===== src/rtl/load_store_unit.sv =====
// load_store_unit: initiator side of the byte-addressable data memory port.
// Accepts one load/store per handshake from execute and checks funct3 and alignment.
// Drives the memory control signals, captures the registered read data, and returns
// the result to writeback over a valid/ready handshake.
// Optional feature: define LSU_BOUNDS_CHECK_EN to reject accesses beyond MEMORY_SIZE
// (flagged on resp_oob). When it is undefined, resp_oob is tied to 0.
module load_store_unit #(
  parameter int MEMORY_SIZE = 1024
) (
  input  logic        Clk,
  input  logic        Rst,
  input  logic        req_valid,
  output logic        req_ready,
  input  logic        req_is_store,
  input  logic [2:0]  req_funct3,
  input  logic [31:0] req_addr,
  input  logic [31:0] req_wdata,
  output logic        resp_valid,
  input  logic        resp_ready,
  output logic [31:0] resp_rdata,
  output logic        resp_misaligned,
  output logic        resp_illegal,
  output logic        resp_oob,
  output logic [31:0] mem_Din,
  output logic [31:0] mem_WR_Addr,
  output logic [31:0] mem_RD_Addr,
  output logic [1:0]  mem_WE,
  output logic [2:0]  mem_RD_Type,
  input  logic [31:0] mem_Dout
);

  typedef enum logic [2:0] {IDLE, LD_ISSUE, LD_CAPT, ST_WRITE, DONE} state_t;

  state_t      state, state_nxt;
  logic [2:0]  funct3_q;
  logic        accept;
  logic        f_illegal, f_misaligned, f_oob, fault;

  assign accept = req_valid && (state == IDLE);

  // Classify the incoming request; the result is used only on the accept edge.
  always_comb begin
    // NOTE: every signal assigned in a combinational block gets a default first, so no latch is inferred.
    f_illegal    = 1'b0;
    f_misaligned = 1'b0;
    if (req_is_store)
      f_illegal = (req_funct3 > 3'b010);
    else
      f_illegal = (req_funct3 == 3'b011) || (req_funct3 == 3'b110) || (req_funct3 == 3'b111);
    if (!f_illegal)
      f_misaligned = ((req_funct3[1:0] == 2'b01) && req_addr[0]) ||
                     ((req_funct3[1:0] == 2'b10) && (req_addr[1:0] != 2'b00));
  end

`ifdef LSU_BOUNDS_CHECK_EN
  logic [32:0] access_end;
  logic [32:0] access_size;

  // End address is computed in 33 bits, so an access near 0xFFFFFFFF cannot wrap into range.
  always_comb begin
    access_size = 33'd4;
    case (req_funct3[1:0])
      2'b00:   access_size = 33'd1;
      2'b01:   access_size = 33'd2;
      default: access_size = 33'd4;
    endcase
    access_end = {1'b0, req_addr} + access_size;
    f_oob      = !f_illegal && !f_misaligned && (access_end > 33'(MEMORY_SIZE));
  end
`else
  assign f_oob = 1'b0;
`endif

  assign fault = f_illegal || f_misaligned || f_oob;

  // State register.
  always_ff @(posedge Clk) begin
    // NOTE: sequential state uses non-blocking assignments, so all flops update together at the edge.
    if (Rst) state <= IDLE;
    else     state <= state_nxt;
  end

  // Next-state logic.
  always_comb begin
    state_nxt = state;
    case (state)
      IDLE: if (accept) begin
        if (fault)             state_nxt = DONE;
        else if (req_is_store) state_nxt = ST_WRITE;
        else                   state_nxt = LD_ISSUE;
      end
      LD_ISSUE: state_nxt = LD_CAPT;
      LD_CAPT:  state_nxt = DONE;
      ST_WRITE: state_nxt = DONE;
      DONE:     if (resp_ready) state_nxt = IDLE;
      default:  state_nxt = IDLE;
    endcase
  end

  // Handshake outputs and write strobe. WE is gated by Rst so a reset during ST_WRITE commits nothing.
  always_comb begin
    req_ready  = (state == IDLE);
    resp_valid = (state == DONE);
    mem_WE     = 2'b00;
    if ((state == ST_WRITE) && !Rst) begin
      case (funct3_q[1:0])
        2'b00:   mem_WE = 2'b01;
        2'b01:   mem_WE = 2'b10;
        default: mem_WE = 2'b11;
      endcase
    end
  end

  // Datapath registers. Memory addresses are loaded on accept, so they are valid throughout LD_ISSUE/ST_WRITE.
  always_ff @(posedge Clk) begin
    if (Rst) begin
      funct3_q        <= 3'b000;
      resp_rdata      <= 32'h0;
      resp_misaligned <= 1'b0;
      resp_illegal    <= 1'b0;
      resp_oob        <= 1'b0;
      mem_Din         <= 32'h0;
      mem_WR_Addr     <= 32'h0;
      mem_RD_Addr     <= 32'h0;
      mem_RD_Type     <= 3'b000;
    end else begin
      if (accept) begin
        funct3_q        <= req_funct3;
        resp_rdata      <= 32'h0;
        resp_illegal    <= f_illegal;
        resp_misaligned <= f_misaligned;
        resp_oob        <= f_oob;
        if (!fault) begin
          if (req_is_store) begin
            mem_WR_Addr <= req_addr;
            mem_Din     <= req_wdata;
          end else begin
            mem_RD_Addr <= req_addr;
            mem_RD_Type <= req_funct3;
          end
        end
      end
      if (state == LD_CAPT) resp_rdata <= mem_Dout;
    end
  end

endmodule

===== config.mk =====
export PLATFORM = sky130hd
export DESIGN_NAME = load_store_unit
export DESIGN_NICKNAME = d
export VERILOG_FILES = /design/src/rtl/load_store_unit.sv
export SDC_FILE = /design/constraint.sdc
export NUM_CORES = 1
export LEC_CHECK = 0
export ABC_AREA = 1
export CAP_MARGIN = 20
export CORE_ASPECT_RATIO = 1.75
export CORE_MARGIN = 2
export CORE_UTILIZATION = 34
export CTS_BUF_LIST = sky130_fd_sc_hd__clkbuf_8
export CTS_CLUSTER_DIAMETER = 120
export DETAILED_ROUTE_END_ITERATION = 10
export PLACE_DENSITY = 0.65
export SYNTH_ARGS = -nofsm -noshare
export SYNTH_HDL_FRONTEND = slang
export SYNTH_SLANG_ARGS = --single-unit

===== constraint.sdc =====
create_clock -name Clk -period 3.3 [get_ports Clk]
set_clock_uncertainty 0.1 [all_clocks]
set_input_delay 0.33 -clock Clk [delete_from_list [all_inputs] [get_ports Clk]]
set_output_delay 0.33 -clock Clk [all_outputs]
set_load 0.01 [all_outputs]

==> results.sh, run 1 <==
export IMPL_run_status="completed"
export IMPL_crit_slowest_cell="clkdlybuf4s50_1"
export IMPL_areaGrowthSynthToFinish_pct=48.1
export IMPL_crit_type="reg -> out"
export IMPL_io_buffers=240
export IMPL_synth_nets=1010
export IMPL_cts_setup_buffers=0
export IMPL_drt_pre_antenna_iters=4
export IMPL_cp_arrival_ns=2.19
export IMPL_grt_max_degree=102
export IMPL_ioPinCount=242
export IMPL_highest_layer="met4"
export IMPL_cpPeakStageDelay_ns=0.58
export IMPL_fin_ws_ns=0.682
export IMPL_start_kind="flop"
export IMPL_end_kind="primary output"
export IMPL_fin_setup_tns_ns=0
export IMPL_yosys_top_cells_area="dfxtp_1 46%, inv_1 12%, nand2_1 8.9%, nor2_1 8.7%, nand3_1 8.2%"
export IMPL_slew_headroom_pct=32.2
export IMPL_drc=0
export IMPL_path_clk_slew_ns=0.08
export IMPL_slew_violations=0
export IMPL_drtIter0Drc=195
export IMPL_die_h_um=180
export IMPL_drive_gt1_share_pct=4.44
export IMPL_path_cells="inv_2 > nand4_1 > a21oi_1 > clkdlybuf4s50_1"
export IMPL_wl_per_cell_um=13.6
export IMPL_synth_top_area_cell="dfxtp_1"
export IMPL_gp_congestion=0.760
export IMPL_cts_max_level=4
export IMPL_nets=1221
export IMPL_grt_ovfl_total=0
export IMPL_rsz0062_at_grt="false"
export IMPL_die_w_um=105
export IMPL_dr_wl_met2_mm=9.64
export IMPL_min_period_ns=2.62
export IMPL_vias=6079
export IMPL_fp_coreArea_um2=17500
export IMPL_via_per_inst=4.48
export IMPL_antenna_found_initial=0
export IMPL_wl_met3_mm=1.13
export IMPL_synth_cell_types=24
export IMPL_rows=64
export IMPL_routed_wirelength_mm=18.5
export IMPL_finalNonFillerCells=1358
export IMPL_cap_violations=0
export IMPL_leakage_nw=3.89
export IMPL_ctsHoldBuffers=0
export IMPL_cp_required_ns=2.87
export IMPL_cts_tree="done"
export IMPL_yosysSeqAreaShare_pct=45.6
export IMPL_dp_hpwl_mm=12.4
export IMPL_placedCellCount=1329
export IMPL_worst_slew_pin_slew_ns=1.02
export IMPL_initial_utilization_pct=34.7
export IMPL_num_antenna_cells=0
export IMPL_dieArea_um2=18900
export IMPL_final_cell_area_um2=8960
export IMPL_clk_path_buf_depth=2
export IMPL_clkSinkCount=138
export IMPL_cts_resized=0
export IMPL_cellPowerDensity_nw_per_um2=442
export IMPL_ir_worst_vdd_v=0.000221
export IMPL_place_ws_ns=0.750
export IMPL_grt_pass1_wl_mm=29.6
export IMPL_cts_made_buffers=17
export IMPL_ant_nets=0
export IMPL_synth_seq_cells=138
export IMPL_yosysTopAreaCellShare_pct=45.6
export IMPL_fmax_mhz=382
export IMPL_cts_root_buf="clkbuf_8"
export IMPL_clk_latency_ns=0.43
export IMPL_period_share_pct=79.3
export IMPL_place_area_um2=8550
export IMPL_wl_met1_mm=7.15
export IMPL_hp_class="in -> reg"
export IMPL_syn_avg_cell_area_um2=6.68
export IMPL_synth_warnings=0
export IMPL_setup_viol=0
export IMPL_grt_pass1_vias=5804
export IMPL_hold_viol=0
export IMPL_track_usage_pct=19.6
export IMPL_p_total_mw=3.96
export IMPL_synth_area_um2=6050
export IMPL_cp_max_fo=37
export IMPL_netlist_instances=906
-- cell usage after synthesis (all sizes together) --
| library cell | n |
|---|---|
| nand3 | 99 |
| buf | 25 |
| clkinv | 3 |
| dfxtp | 138 |
| nand4 | 33 |
| inv | 201 |
| clkbuf | 34 |
| nand2 | 147 |
| conb | 1 |
| o21ai | 38 |
| a211oi | 2 |
| nand3b | 1 |
| nor3 | 3 |
| a21oi | 38 |
| nor2 | 143 |
-- per-layer routing --
| metal | vias to the layer above | GRT usage, % |
|---|---|---|
| met5 | - | 0 |
| met4 | 0 | 8.32 |
| met3 | 28 | 5.42 |
| met2 | 189 | 36.1 |
| met1 | 2715 | 20.4 |
| li1 | 3147 | - |
-- placed cells by master (no fill, tap or decap), types with 3 or more instances in the layout --
cell,count
o21ai_0,37
nand2_2,3
nand2_1,144
clkbuf_8,17
a21oi_1,38
nor2_1,141
inv_1,199
buf_4,10
nand4_1,33
clkinv_2,4
dfxtp_1,138
clkdlybuf4s50_1,239
nand3_1,99
bufinv_16,4
-- cell type report --
class,count,area [µm²]
sequential,138,2760
tap,231,289
inverter,204,767
clock buffer,17,234
multi-input combinational,505,2240
fill,1772,8490
timing repair buffer,251,2490
clock inverter,12,176
-- metrics by stage --
step                      utilization (%)  hold slack, ns
after global placement               49.0           0.356
final                                51.3           0.277
after global routing                 51.3           0.306
after CTS                            51.3           0.242
after floorplan                         -           0.344
after detailed placement             49.0           0.361
-- critical path: cells and delay by family (launching register included) --
kind,cells,cell delay [ns]
AO/OA/AOI/OAI,1,0.17
buffers and inverters,2,1.05
flip-flops,1,0.34
AND/OR/NAND/NOR,1,0.19
-- final timing paths --
path                         from         endpoint  slack [ns]  depth (start not counted)
setup reg to reg         state[1]  mem_WR_Addr[23]        1.15                          8
setup / recovery         state[2]        mem_WE[0]        0.68                          4
hold / removal       req_is_store         state[1]        0.28                          6
hold reg to reg   resp_misaligned  resp_misaligned        0.37                          2
-- kinds of logic (layout without fill, tap and decap cells) --
logic type / Yosys count / after routing / synth area share [%]
simple gates: 426 / 426 / 30.3
buf+inv: 263 / 484 / 17.4
flops: 138 / 138 / 45.6
compound gates: 78 / 78 / 6.53
other cells: 1 / 1 / 0.0620
-- report_power, final --
| group | switching [mW] | internal [mW] | leakage [nW] |
|---|---|---|---|
| sequential | 0.0423 | 1.74 | 1.12 |
| clock | 0.662 | 0.811 | 0.204 |
| combinational | 0.361 | 0.343 | 2.57 |
-- sequential cells by signal, summed over array words and instances, names as in the netlist --
register,flops
mem_WR_Addr,32
funct3_q,2
mem_RD_Type,3
resp_illegal,1
mem_RD_Addr,32
mem_Din,32
resp_misaligned,1
state,3
resp_rdata,32
Note: power is estimated with default switching activity, not from simulation.
==> inputs of run 2 (changes only) <==
--- a/config.mk
+++ b/config.mk
@@ -13,7 +13,7 @@
 export CTS_BUF_LIST = sky130_fd_sc_hd__clkbuf_8
 export CTS_CLUSTER_DIAMETER = 120
 export DETAILED_ROUTE_END_ITERATION = 10
-export PLACE_DENSITY = 0.65
+export PLACE_DENSITY = 0.68
 export SYNTH_ARGS = -nofsm -noshare
 export SYNTH_HDL_FRONTEND = slang
 export SYNTH_SLANG_ARGS = --single-unit
==> constraint.sdc (replaced) <==
create_clock -name Clk -period 2.3 [get_ports Clk]
set_clock_uncertainty 0.1 [all_clocks]
set_input_delay 0.23 -clock Clk [delete_from_list [all_inputs] [get_ports Clk]]
set_output_delay 0.23 -clock Clk [all_outputs]
set_load 0.01 [all_outputs]
==> results.sh, run 2 (same netlist as run 1, synthesis figures left out) <==
export IMPL_run_status="completed"
export IMPL_path_clk_slew_ns=0.09
export IMPL_cts_made_buffers=17
export IMPL_areaGrowthSynthToFinish_pct=49.2
export IMPL_ir_worst_vdd_v=0.000496
export IMPL_cts_max_level=4
export IMPL_ff_latch_area_um2=2760
export IMPL_r2r_slack_ns=0.63
export IMPL_fmax_mhz=470
export IMPL_power_switching_mw=1.59
export IMPL_leakage_nw=3.93
export IMPL_cp_required_ns=1.97
export IMPL_rows=64
export IMPL_fillers=1754
export IMPL_grt_pass1_wl_mm=30.0
export IMPL_num_antenna_cells=0
export IMPL_hold_viol=0
export IMPL_r2r_cells=7
export IMPL_cap_violations=0
export IMPL_setup_viol=0
export IMPL_final_cell_mix="239 x clkdlybuf4s50_1, 201 x inv_1, 144 x nand2_1"
export IMPL_final_common_cell="clkdlybuf4s50_1"
export IMPL_die_h_um=180
export IMPL_combPwrFrac_pct=18.1
export IMPL_gp_congestion=0.798
export IMPL_drive_gt1_share_pct=4.93
export IMPL_die_w_um=105
export IMPL_period_share_pct=92.4
export IMPL_grt_ovfl_total=0
export IMPL_cp_max_fo=13
export IMPL_dp_hpwl_mm=12.8
export IMPL_initial_utilization_pct=34.7
export IMPL_crit_path_start="state[2]"
export IMPL_crit_end="resp_valid"
export IMPL_start_kind="flop"
export IMPL_fin_ws_ns=0.174
export IMPL_ioPinCount=242
export IMPL_track_usage_pct=19.7
export IMPL_via_per_inst=4.43
export IMPL_nets=1227
export IMPL_clkSinkCount=138
export IMPL_cts_root_buf="clkbuf_8"
export IMPL_ant_nets=0
export IMPL_cts_tree="done"
export IMPL_dieArea_um2=18900
export IMPL_clk_path_buf_depth=2
export IMPL_clock_power_share_pct=36.8
export IMPL_cellPowerDensity_nw_per_um2=628
export IMPL_drt_pre_antenna_iters=4
export IMPL_hp_class="in -> reg"
export IMPL_p_seq_share_pct=45.1
export IMPL_io_buffers=240
export IMPL_antenna_found_initial=0
export IMPL_wl_per_cell_um=13.6
export IMPL_finalCoreUtilization_pct=51.7
export IMPL_reg2reg_to="mem_WR_Addr[24]"
export IMPL_min_period_ns=2.13
export IMPL_ctsHoldBuffers=0
export IMPL_end_kind="primary output"
export IMPL_p_int_mw=4.08
export IMPL_fp_coreArea_um2=17500
export IMPL_fin_setup_tns_ns=0
export IMPL_grt_max_degree=102
export IMPL_rsz0062_at_grt="false"
export IMPL_place_ws_ns=0.132
export IMPL_routed_wirelength_mm=18.5
export IMPL_vias=6051
export IMPL_multiInputGateArea_um2=2240
export IMPL_swShare_pct=28.1
export IMPL_slew_violations=0
export IMPL_clk_latency_ns=0.43
export IMPL_crit_type="reg -> out"
export IMPL_r2r_start="state[2]"
export IMPL_grt_pass1_vias=5926
export IMPL_drtIter0Drc=201
export IMPL_drc=0
export IMPL_cp_arrival_ns=1.80
run 2: cell count changes in the layout (fill, tap and decap cells not counted), sizes merged:
cell,change
buf,+6
bufinv,-1
clkinv,-2
clkinvlp,+1
inv,+4
run 2: how the worst min path moves through the flow:
| stage | start | endpoint | slack (ns) | depth (start not counted) |
|---|---|---|---|---|
| after floorplan | req_addr[0] | mem_RD_Addr[0] | 0.29 | 2 |
| after CTS | req_is_store | state[1] | 0.15 | 6 |
| after detailed placement | resp_illegal | resp_illegal | 0.36 | 2 |
| after global routing | req_is_store | state[1] | 0.22 | 6 |
| final | req_is_store | state[1] | 0.19 | 6 |
| after global placement | resp_illegal | resp_illegal | 0.35 | 2 |
run 2: power groups by stage:
stage | combinational (mW) | clock (mW) | sequential, mW
global route | 1.14 | 2.26 | 2.58
detailed placement | 1.03 | 0 | 2.62
CTS | 1.04 | 2.16 | 2.56
floorplan | 0.457 | 0 | 2.66
finish | 1.03 | 2.09 | 2.56
global placement | 1.03 | 0 | 2.61
run 2: cell type report:
class	instances	area share (%)
clock buffer	17	2.59
clock inverter	14	1.91
inverter	204	8.53
multi-input combinational	505	24.8
sequential	138	30.6
tap	231	3.20
timing repair buffer	257	28.4
run 2: through the flow:
stage | hold slack, ns | instance area, µm² | power [mW] | cells
after floorplan | 0.295 | 6050 | 3.12 | 906
after global placement | 0.351 | 8620 | 3.64 | 1335
after detailed placement | 0.356 | 8620 | 3.65 | 1335
after CTS | 0.154 | 9030 | 5.76 | 1366
after global routing | 0.224 | 9030 | 5.98 | 1366
final | 0.187 | 9030 | 5.68 | 1366
run 2: worst max-delay path, cell delays in order (launching register included):
cell	delay (ns)
dfxtp_1	0.42
inv_4	0.10
nor3_1	0.24
clkdlybuf4s50_1	0.60
run 2: metal layers:
metal	vias up	wire (µm)	track usage (%)
met5	-	0	0
met2	166	9910	37.2
met3	19	1050	5.50
li1	3156	-	-
met4	0	389	6.67
met1	2710	7160	20.4
run 2: what timing repair did:
action,CTS,global route
endpoints found under the setup margin,0,2
setup buffers,0,0
gates resized for setup,0,1
==> inputs of run 3 (changes only) <==
--- a/config.mk
+++ b/config.mk
@@ -14,6 +14,7 @@
 export CTS_CLUSTER_DIAMETER = 120
 export DETAILED_ROUTE_END_ITERATION = 10
 export PLACE_DENSITY = 0.68
+export SKIP_CTS_REPAIR_TIMING = 1
 export SYNTH_ARGS = -nofsm -noshare
 export SYNTH_HDL_FRONTEND = slang
 export SYNTH_SLANG_ARGS = --single-unit
==> results of run 3 <==
Final layout, timing and power as in run 2 (identical DEF).
